===== src/rtl/decode_pkg.sv =====
// Shared definitions for the decode stage: immediate-size encodings,
// instruction field positions and a field extraction helper.
package decode_pkg;

  // Immediate size selector; both 1x codes pick the 9-bit immediate.
  typedef enum logic [1:0] {
    IMM4  = 2'b00,
    IMM8  = 2'b01,
    IMM9  = 2'b10,
    IMM9X = 2'b11
  } immSize_e;

  localparam int INSTR_W = 16;
  localparam int FIELD_W = 4;
  localparam int RD_HI   = 11;
  localparam int RS_HI   = 7;
  localparam int RT_HI   = 3;
  localparam int IMM9_HI = 8;

  // Pull a 4-bit register field whose top bit sits at position hi.
  function automatic logic [FIELD_W-1:0] getField(input logic [INSTR_W-1:0] instr,
                                                  input int hi);
    return instr[hi -: FIELD_W];
  endfunction

endpackage


===== src/rtl/regfile_2r1w.sv =====
// Two-read / one-write register file with combinational reads.
// Build option: define DECODE_BYPASS_EN to forward same-cycle writeback data
// to a read of the register being written (write-through). Without it a read
// returns the old contents and WB->ID hazards rely on EX forwarding.
module regfile_2r1w #(
  parameter  int DATA_W   = 16,
  parameter  int NREG     = 16,
  parameter  int ZERO_REG = 1,
  localparam int ADDR_W   = $clog2(NREG)
) (
  input  logic              clk,
  input  logic              rst,
  input  logic [ADDR_W-1:0] rd1Addr,
  input  logic [ADDR_W-1:0] rd2Addr,
  output logic [DATA_W-1:0] rd1Data,
  output logic [DATA_W-1:0] rd2Data,
  input  logic              wrEn,
  input  logic [ADDR_W-1:0] wrAddr,
  input  logic [DATA_W-1:0] wrData
);

  logic [DATA_W-1:0] mem_r [NREG];
  logic              wrOk_s;

  // A write to register 0 is dropped when register 0 is hardwired to zero.
  always_comb begin
    wrOk_s = 1'b0;
    if (ZERO_REG != 0 && wrAddr == {ADDR_W{1'b0}}) begin
      wrOk_s = 1'b0;
    end else begin
      wrOk_s = wrEn;
    end
  end

  // Register storage: cleared on reset, one write port on the rising edge.
  always_ff @(posedge clk or negedge rst) begin
    if (!rst) begin
      for (int i = 0; i < NREG; i++) begin
        mem_r[i] <= {DATA_W{1'b0}};
      end
    end else if (wrOk_s) begin
      mem_r[wrAddr] <= wrData;
    end
  end

  // Read port 1: zero register, optional write-through, else stored value.
  always_comb begin
    rd1Data = {DATA_W{1'b0}};
    if (ZERO_REG != 0 && rd1Addr == {ADDR_W{1'b0}}) begin
      rd1Data = {DATA_W{1'b0}};
    end
`ifdef DECODE_BYPASS_EN
    else if (wrOk_s && wrAddr == rd1Addr) begin
      rd1Data = wrData;
    end
`endif
    else begin
      rd1Data = mem_r[rd1Addr];
    end
  end

  // Read port 2: same selection rules as port 1.
  always_comb begin
    rd2Data = {DATA_W{1'b0}};
    if (ZERO_REG != 0 && rd2Addr == {ADDR_W{1'b0}}) begin
      rd2Data = {DATA_W{1'b0}};
    end
`ifdef DECODE_BYPASS_EN
    else if (wrOk_s && wrAddr == rd2Addr) begin
      rd2Data = wrData;
    end
`endif
    else begin
      rd2Data = mem_r[rd2Addr];
    end
  end

endmodule


===== src/rtl/decode_stage_pipe.sv =====
// Registered instruction-decode stage between IF/ID and ID/EX.
// Extracts register fields, sign-extends the immediate, reads the register
// file, detects load-use hazards and honours branch flush.
// Build option: DECODE_BYPASS_EN enables register-file write-through
// (implemented inside regfile_2r1w).
module decode_stage_pipe
  import decode_pkg::*;
#(
  parameter  int DATA_W   = 16,
  parameter  int NREG     = 16,
  parameter  int ZERO_REG = 1,
  localparam int ADDR_W   = $clog2(NREG)
) (
  input  logic              clk,
  input  logic              rst,
  input  logic              if_valid,
  input  logic [15:0]       if_instr,
  input  logic [1:0]        imm_size,
  input  logic              reg_src,
  input  logic              ctl_wr,
  input  logic              ctl_ld,
  input  logic              ctl_use2,
  input  logic              flush,
  input  logic              wb_en,
  input  logic [ADDR_W-1:0] wb_dst,
  input  logic [DATA_W-1:0] wb_data,
  output logic              stall,
  output logic              id_valid,
  output logic [DATA_W-1:0] id_rd1,
  output logic [DATA_W-1:0] id_rd2,
  output logic [DATA_W-1:0] id_imm,
  output logic [ADDR_W-1:0] id_dst,
  output logic              id_wr,
  output logic              id_ld
);

  logic [FIELD_W-1:0] rdField_s;
  logic [FIELD_W-1:0] rsField_s;
  logic [FIELD_W-1:0] rtField_s;
  logic [ADDR_W-1:0]  dstAddr_s;
  logic [ADDR_W-1:0]  src1Addr_s;
  logic [ADDR_W-1:0]  src2Addr_s;
  logic [DATA_W-1:0]  rd1Data_s;
  logic [DATA_W-1:0]  rd2Data_s;
  logic [DATA_W-1:0]  imm_s;
  logic               stall_s;
  logic               loadSlot_s;
  logic               unusedBits_s;

  logic               idValid_r;
  logic               idWr_r;
  logic               idLd_r;
  logic [ADDR_W-1:0]  idDst_r;
  logic [DATA_W-1:0]  idRd1_r;
  logic [DATA_W-1:0]  idRd2_r;
  logic [DATA_W-1:0]  idImm_r;

  assign rdField_s  = getField(if_instr, RD_HI);
  assign rsField_s  = getField(if_instr, RS_HI);
  assign rtField_s  = getField(if_instr, RT_HI);
  assign dstAddr_s  = rdField_s[ADDR_W-1:0];
  assign src1Addr_s = rsField_s[ADDR_W-1:0];

  // Opcode bits and any field bits above the register address are not decoded here.
  assign unusedBits_s = ^{if_instr[15:12], rdField_s, rsField_s, rtField_s};

  // Read port 2 address: destination field or rt field.
  always_comb begin
    src2Addr_s = rtField_s[ADDR_W-1:0];
    if (reg_src) begin
      src2Addr_s = rdField_s[ADDR_W-1:0];
    end else begin
      src2Addr_s = rtField_s[ADDR_W-1:0];
    end
  end

  regfile_2r1w #(
    .DATA_W   (DATA_W),
    .NREG     (NREG),
    .ZERO_REG (ZERO_REG)
  ) u_regfile (
    .clk     (clk),
    .rst     (rst),
    .rd1Addr (src1Addr_s),
    .rd2Addr (src2Addr_s),
    .rd1Data (rd1Data_s),
    .rd2Data (rd2Data_s),
    .wrEn    (wb_en),
    .wrAddr  (wb_dst),
    .wrData  (wb_data)
  );

  // Sign-extend the immediate selected by imm_size.
  always_comb begin
    imm_s = {DATA_W{1'b0}};
    case (immSize_e'(imm_size))
      IMM4:    imm_s = {{(DATA_W-RT_HI-1){if_instr[RT_HI]}},     if_instr[RT_HI:0]};
      IMM8:    imm_s = {{(DATA_W-RS_HI-1){if_instr[RS_HI]}},     if_instr[RS_HI:0]};
      IMM9:    imm_s = {{(DATA_W-IMM9_HI-1){if_instr[IMM9_HI]}}, if_instr[IMM9_HI:0]};
      IMM9X:   imm_s = {{(DATA_W-IMM9_HI-1){if_instr[IMM9_HI]}}, if_instr[IMM9_HI:0]};
      default: imm_s = {{(DATA_W-IMM9_HI-1){if_instr[IMM9_HI]}}, if_instr[IMM9_HI:0]};
    endcase
  end

  // Load-use hazard: a load in ID/EX whose destination this instruction reads.
  always_comb begin
    stall_s = 1'b0;
    if (!rst) begin
      stall_s = 1'b0;
    end else if (if_valid && idValid_r && idLd_r) begin
      if (ZERO_REG != 0 && idDst_r == {ADDR_W{1'b0}}) begin
        stall_s = 1'b0;
      end else if (idDst_r == src1Addr_s || (ctl_use2 && idDst_r == src2Addr_s)) begin
        stall_s = 1'b1;
      end else begin
        stall_s = 1'b0;
      end
    end else begin
      stall_s = 1'b0;
    end
  end

  assign stall      = stall_s;
  assign loadSlot_s = if_valid & ~flush & ~stall_s;

  // ID/EX register: issue a decoded instruction, or a bubble on stall/flush/empty.
  always_ff @(posedge clk or negedge rst) begin
    if (!rst) begin
      idValid_r <= 1'b0;
      idWr_r    <= 1'b0;
      idLd_r    <= 1'b0;
      idDst_r   <= {ADDR_W{1'b0}};
      idRd1_r   <= {DATA_W{1'b0}};
      idRd2_r   <= {DATA_W{1'b0}};
      idImm_r   <= {DATA_W{1'b0}};
    end else if (loadSlot_s) begin
      idValid_r <= 1'b1;
      idWr_r    <= ctl_wr;
      idLd_r    <= ctl_ld;
      idDst_r   <= dstAddr_s;
      idRd1_r   <= rd1Data_s;
      idRd2_r   <= rd2Data_s;
      idImm_r   <= imm_s;
    end else begin
      idValid_r <= 1'b0;
      idWr_r    <= 1'b0;
      idLd_r    <= 1'b0;
    end
  end

  assign id_valid = idValid_r;
  assign id_wr    = idWr_r;
  assign id_ld    = idLd_r;
  assign id_dst   = idDst_r;
  assign id_rd1   = idRd1_r;
  assign id_rd2   = idRd2_r;
  assign id_imm   = idImm_r;

endmodule


===== config.mk =====
export PLATFORM = sky130hd
export DESIGN_NAME = decode_stage_pipe
export DESIGN_NICKNAME = d
export VERILOG_FILES = /design/src/rtl/decode_pkg.sv /design/src/rtl/regfile_2r1w.sv /design/src/rtl/decode_stage_pipe.sv
export SDC_FILE = /design/constraint.sdc
export NUM_CORES = 1
export LEC_CHECK = 0
export CORE_MARGIN = 5
export CORE_UTILIZATION = 55
export CTS_CLUSTER_DIAMETER = 30
export CTS_CLUSTER_SIZE = 14
export DETAILED_ROUTE_END_ITERATION = 10
export GPL_TIMING_DRIVEN = 0
export PLACE_DENSITY = 0.75
export SLEW_MARGIN = 20
export SYNTH_ARGS = -nofsm -noshare
export SYNTH_HDL_FRONTEND = slang
export SYNTH_SLANG_ARGS = --single-unit

===== constraint.sdc =====
create_clock -name clk -period 3 [get_ports clk]
set_clock_uncertainty 0.15 [all_clocks]
set_input_delay 0.45 -clock clk [delete_from_list [all_inputs] [get_ports clk]]
set_output_delay 0.45 -clock clk [all_outputs]
set_load 0.02 [all_outputs]

# After elaboration in Yosys (flattened, before gate mapping)
# Cells that the tools add are included.
[classes]
n_addsub = 0
multipliers = 0
n_div = 0
magnitude_cmp = 4
eq_ne = 5
n_shift = 0
mux = 21
n_bitwise = 7
n_reduce_logical = 11
[ops]
columns = ["op", "count"]
rows = [
  ["$bwmux W256", 1],
  ["$bmux W16 S4", 2],
  ["$mux W16", 7],
  ["$demux W16 S4", 1],
  ["$pmux W16 S3", 1],
  ["$logic_not A4 Y1", 4],
  ["$ge A5 B5 Y1 const B", 3],
  ["$not A4 Y5", 3],
  ["$eq A4 B4 Y1", 2],
  ["$mux W1", 8],
  ["$lt A5 B1 Y1 const B", 1],
  ["$eq A2 B2 Y1 const B", 2],
  ["$logic_and A1 B1 Y1", 4],
  ["$mux W4", 1],
  ["$and A1 B1 Y1", 2],
  ["$eq A2 B1 Y1 const B", 1],
  ["$logic_not A2 Y1", 1],
  ["$not A1 Y1", 2],
  ["$reduce_or A2 Y1", 1],
  ["$logic_or A1 B1 Y1", 1],
]
[totals]
ff_bits = 311
latchBits = 0
ram_bits = 0
rom_bits = 0
input_bits = 47
out_inout_bits = 56
word_cells = 71
n_memories = 0

# Logic depth before layout (Yosys ltp)
[depth]
depth_word = 11
mapped_depth = 9
mapped_depth_nobuf = 6

# Hierarchy
# Synthesis repeated with hierarchy kept, for this count alone.
[unflattened]
cells_unflattened = 993
area_unflattened_um2 = 15148.3
[by_module_without_submodules]
columns = ["module", "instances", "cells_each", "area_each_um2", "seq_area_each_um2"]
rows = [
  ["regfile_2r1w", 1, 852, 13003.7, 6005.8],
  ["decode_stage_pipe", 1, 141, 2144.6, 1201.2],
]

# Least setup slack after synthesis
# Ideal clock, no wire load.
[synth_timing]
path_type = "input -> register"
from = "input port reg_src"
to = "register idRd2_r[10] (netlist: id_rd2[10])"
setup_time_ps = 121
t_arrival_ps = 2371
path_slack_ps = 358
stages = 7
path_buffers = 2
cell_sequence = "buf_4 > mux2i_2 > buf_1 > mux2i_1 > o22ai_1 > or4_1 > a22o_1"
[synth_via]
elab_chain_len = 10
elab_cells_between_ends = 16
[synth_rtl]
columns = ["element", "line", "rtl"]
rows = [
  ["from (decl)", "decode_stage_pipe.sv:19", "input logic reg_src,"],
  ["$mux W4 *", "decode_stage_pipe.sv:70", "if (reg_src) begin"],
  ["$eq A4 B4 Y1", "decode_stage_pipe.sv:113", "end else if (idDst_r == src1Addr_s || (ctl_use2 && idDst_r == src2Addr_s)) begin"],
  ["$logic_and A1 B1 Y1", "decode_stage_pipe.sv:113", ""],
  ["$logic_or A1 B1 Y1", "decode_stage_pipe.sv:113", ""],
  ["$mux W1", "decode_stage_pipe.sv:113", ""],
  ["$mux W1", "decode_stage_pipe.sv:111", "if (ZERO_REG != 0 && idDst_r == {ADDR_W{1'b0}}) begin"],
  ["$mux W1", "decode_stage_pipe.sv:110", "end else if (if_valid && idValid_r && idLd_r) begin"],
  ["$mux W1", "decode_stage_pipe.sv:108", "if (!rst) begin"],
  ["$not A1 Y1", "decode_stage_pipe.sv:124", "assign loadSlot_s = if_valid & ~flush & ~stall_s;"],
  ["$and A1 B1 Y1", "decode_stage_pipe.sv:124", ""],
  ["to (signal assigned)", "decode_stage_pipe.sv:134", "idRd2_r <= {DATA_W{1'b0}};"],
  ["to (signal assigned)", "decode_stage_pipe.sv:142", "idRd2_r <= rd2Data_s;"],
  ["to (decl)", "decode_stage_pipe.sv:55", "logic [DATA_W-1:0] idRd2_r;"],
]
# Every way passes the cells marked *; elsewhere a longest branch is shown, timed or not. The select of a mux whose other input is x is not followed.
# A chain may end at the register's enable or synchronous reset.

# Worst setup path after layout
[layout_timing]
from = "input port if_instr[1]"
to = "register idRd2_r[11] (netlist: id_rd2[11])"
[layout_via]
elab_chain_len = 10
elab_cells_between_ends = 16
[layout_rtl]
columns = ["element", "line", "rtl"]
rows = [
  ["from (decl)", "decode_stage_pipe.sv:17", "input logic [15:0] if_instr,"],
  ["$mux W4 *", "decode_stage_pipe.sv:70", ""],
  ["$eq A4 B4 Y1", "decode_stage_pipe.sv:113", ""],
  ["$logic_and A1 B1 Y1", "decode_stage_pipe.sv:113", ""],
  ["$logic_or A1 B1 Y1", "decode_stage_pipe.sv:113", ""],
  ["$mux W1", "decode_stage_pipe.sv:113", ""],
  ["$mux W1", "decode_stage_pipe.sv:111", ""],
  ["$mux W1", "decode_stage_pipe.sv:110", ""],
  ["$mux W1", "decode_stage_pipe.sv:108", ""],
  ["$not A1 Y1", "decode_stage_pipe.sv:124", ""],
  ["$and A1 B1 Y1", "decode_stage_pipe.sv:124", ""],
]
# Marked as above.

==> flow_summary.yaml <==
cts:
  clock_latency_ps: 580
  cts-hold-fix-buffers: 5
  cts_buffer_depth: 3
  cts_setup_buffers: 0
  cts_root_buf: "clkbuf_16"
  htree_levels: 2
  cts_made_buffers: 60
  clkTransAtPathRegs_ps: 50
  cts.sinks: 304
  cts_tree: "yes"
finish:
  syn2layout_area_growth_pct: 24.9
  stdcell_area_um2: 19300
  num_antenna_cells: 0
  nNetsFinal: 1293
  drive_gt1_share_pct: 38.8
  fillers: 1906
routing:
  first_pass_iters: 5
  wirelength_um: 43900
  drt_iter0_drc: 831
  wl_per_cell_um: 26.2
  drc: 0
  vias: 10500
  viasPerCell: 6.29
  ant_nets: 0
power:
  ir_drop_v: 0.000437
  p_leak_uw: 0.00839
  power.density_nw_per_um2: 841
placed_design:
  place_area_um2: 17000
  io_buffers: 95
  place_congestion: 0.850
  dp_hpwl_um: 30300
grt:
  grt_max_degree: 98
  grt_use_met3_pct: 9.31
  grt_first_pass_wirelength_um: 67500
  grt_busiest_layer: "met2"
  met2_usage_pct: 43.5
  grt_pass1_vias: 11000
  met1_usage_pct: 38.9
  grt-ovfl-total: 0
  antenna_found_initial: 5
  gr-usage-all-layers_pct: 28.4
die:
  start_util_pct: 55.7
  core_um2: 27800
  die-area_um2: 31600
  rows: 61
  die_h_um: 178
  ioPinCount: 103
  dieWidth_um: 178
synthesis:
  synth.top_cell.area_share_pct: 49.2
  synth.largest_area_cell: "dfrtp_1"
  syn_avg_cell_area_um2: 14.3
  synthTopCellsByCount: "304 x dfrtp_1, 262 x mux2_2, 132 x mux2i_1"
  synthTopCellsByArea: "dfrtp_1 49%, mux2_2 19%, mux4_2 12%"
  ys_types: 34
  ys_seq_area_share_pct: 49.2
  synth_cells: 1081
  synth_area_um2: 15500
  synth_fp_nets: 1128
  synth.most_common_cell: "dfrtp_1"
  ys_warn_count: 0
  synth_flop_cell: "dfrtp_1"
  ys_async_sr_fraction_pct: 100
  synth_edf_count: 0
  synth_seq_cells: 304
sta:
  worst_slew_pin_slew_ps: 1050
  relSlewSlack_pct: 30.1
  hold_viol: 189
  setup_viol: 0
  hold_slack_ps: -180
  fmax_mhz: 337
  rsz0062_at_grt: "false"
  final.setup.tns_ps: 0
  fin_crit_ps: 2960
  post-route-period-util_pct: 98.8
  finalMaxSlewViolations: 0
worst_setup_path:
  setup.worst_path.end_class: "flop"
  arrival_ps: 3270
  start_kind: "input port"
  critPathRequiredTime_ps: 3300
  crit_path_max_fanout: 10
  cp_top_family: "buffers and inverters"
  path_class: "input port to flop"
  critPathBufInv: 2
  cp_slowest_cell: "buf_1"
  critical_path.cell_chain: "clkdlybuf4s50_1 > mux2i_4 > buf_1 > mux2i_1 > o22ai_1 > or4_1 > a22o_1"
  cp_slowest_stage_delay_ps: 810
outcome:
  violations: "negative hold slack"
  outcome: "finished with violations"
flow_run:
  maxCapViolCount: 0
hold_path:
  hold_class: "input port to asynchronous set/reset pin"
==> power breakdown <==
part	total, uW	internal (uW)	switching [uW]
combinational	3310	1870	1440
sequential	5740	5040	704
clock	7200	4960	2240
total	16300	11900	4380
==> path summary, 6_finish.rpt <==
path / start / endpoint / slack [ps] / cells past startpoint
max reg2reg: id_dst[0] / id_rd1[11] / 640 / 7
min: rst / u_regfile.mem_r[49] / -180 / 2
min reg2reg: u_regfile.mem_r[249] / u_regfile.mem_r[249] / 330 / 1
max in group asynchronous: rst / u_regfile.mem_r[75] / 1880 / 4
min in group clk: ctl_ld / id_ld / 260 / 3
max: if_instr[1] / id_rd2[11] / 40 / 7
==> worst register-to-register path, cell delays in order, from the launching register on <==
cell	delay, ps
dfrtp_1	430
xor2_1	170
nor4_1	290
a31oi_1	120
o21ai_1	240
buf_4	230
buf_4	260
mux2_2	360
==> kinds of logic after synthesis <==
| group | after synthesis | share of synthesized area (%) |
|---|---|---|
| AOI/OAI and AO/OA | 92 | 4.00 |
| muxes | 483 | 39.9 |
| xor gates and xnor gates | 8 | 0.453 |
| DFF | 304 | 49.2 |
| buffers and inverters | 113 | 3.45 |
| and+or+nand+nor | 81 | 3.00 |
==> state kept, by name, indices dropped and copies added, names as in the netlist <==
signal	cells
id_ld	1
id_valid	1
id_rd2	16
u_regfile.mem_r	256
id_dst	4
id_imm	9
id_wr	1
id_rd1	16
==> metal layers <==
metal	vias to the layer above	wire, um	share of wire (%)
met4	8	1250	2.8
met1	5469	18100	41
li1	4465	-	-
met3	109	4390	10
met2	484	20200	46
met5	-	45	0.10
==> placed cells by master (no fill, tap or decap), drive strengths merged, types with 17 or more instances in the layout <==
| cell | count |
|---|---|
| or4 | 17 |
| dfrtp | 304 |
| nor2b | 17 |
| mux2 | 270 |
| mux4 | 80 |
| mux2i | 133 |
| clkdlybuf4s50 | 92 |
| clkbuf | 133 |
| buf | 55 |
| o22ai | 66 |
==> final cells by class <==
type                            instances  area, um2  share of cell area [%]
Inverter                                6       22.5                   0.117
Clock buffer                           74       1630                    8.41
Tap cell                              378        473                    2.45
Clock inverter                         40        586                    3.03
Timing Repair Buffer                  103       1140                    5.89
Multi-Input combinational cell        664       7350                    38.1
Buffer                                107        517                    2.67
Sequential cell                       304       7610                    39.4
==> stage by stage <==
stage / total power [uW] / setup slack [ps] / cells / util, %
finish: 16300 / 35.5 / 1676 / 69.6
global route: 16900 / 12.4 / 1676 / 69.6
CTS: 16300 / 34.1 / 1676 / 69.5
detailed placement: 9010 / -805 / 1557 / 61.1
global placement: 8850 / -11830 / 1554 / 60.8
floorplan: 7750 / 358 / 1081 / -
==> what timing repair did <==
item | CTS | global route
resized for setup | 7 | 3
pin swaps | 0 | 0
endpoints found under the hold margin | 47 | 189
setup endpoints to repair | 27 | 13
No activity file was read; power rests on OpenSTA's default activity.
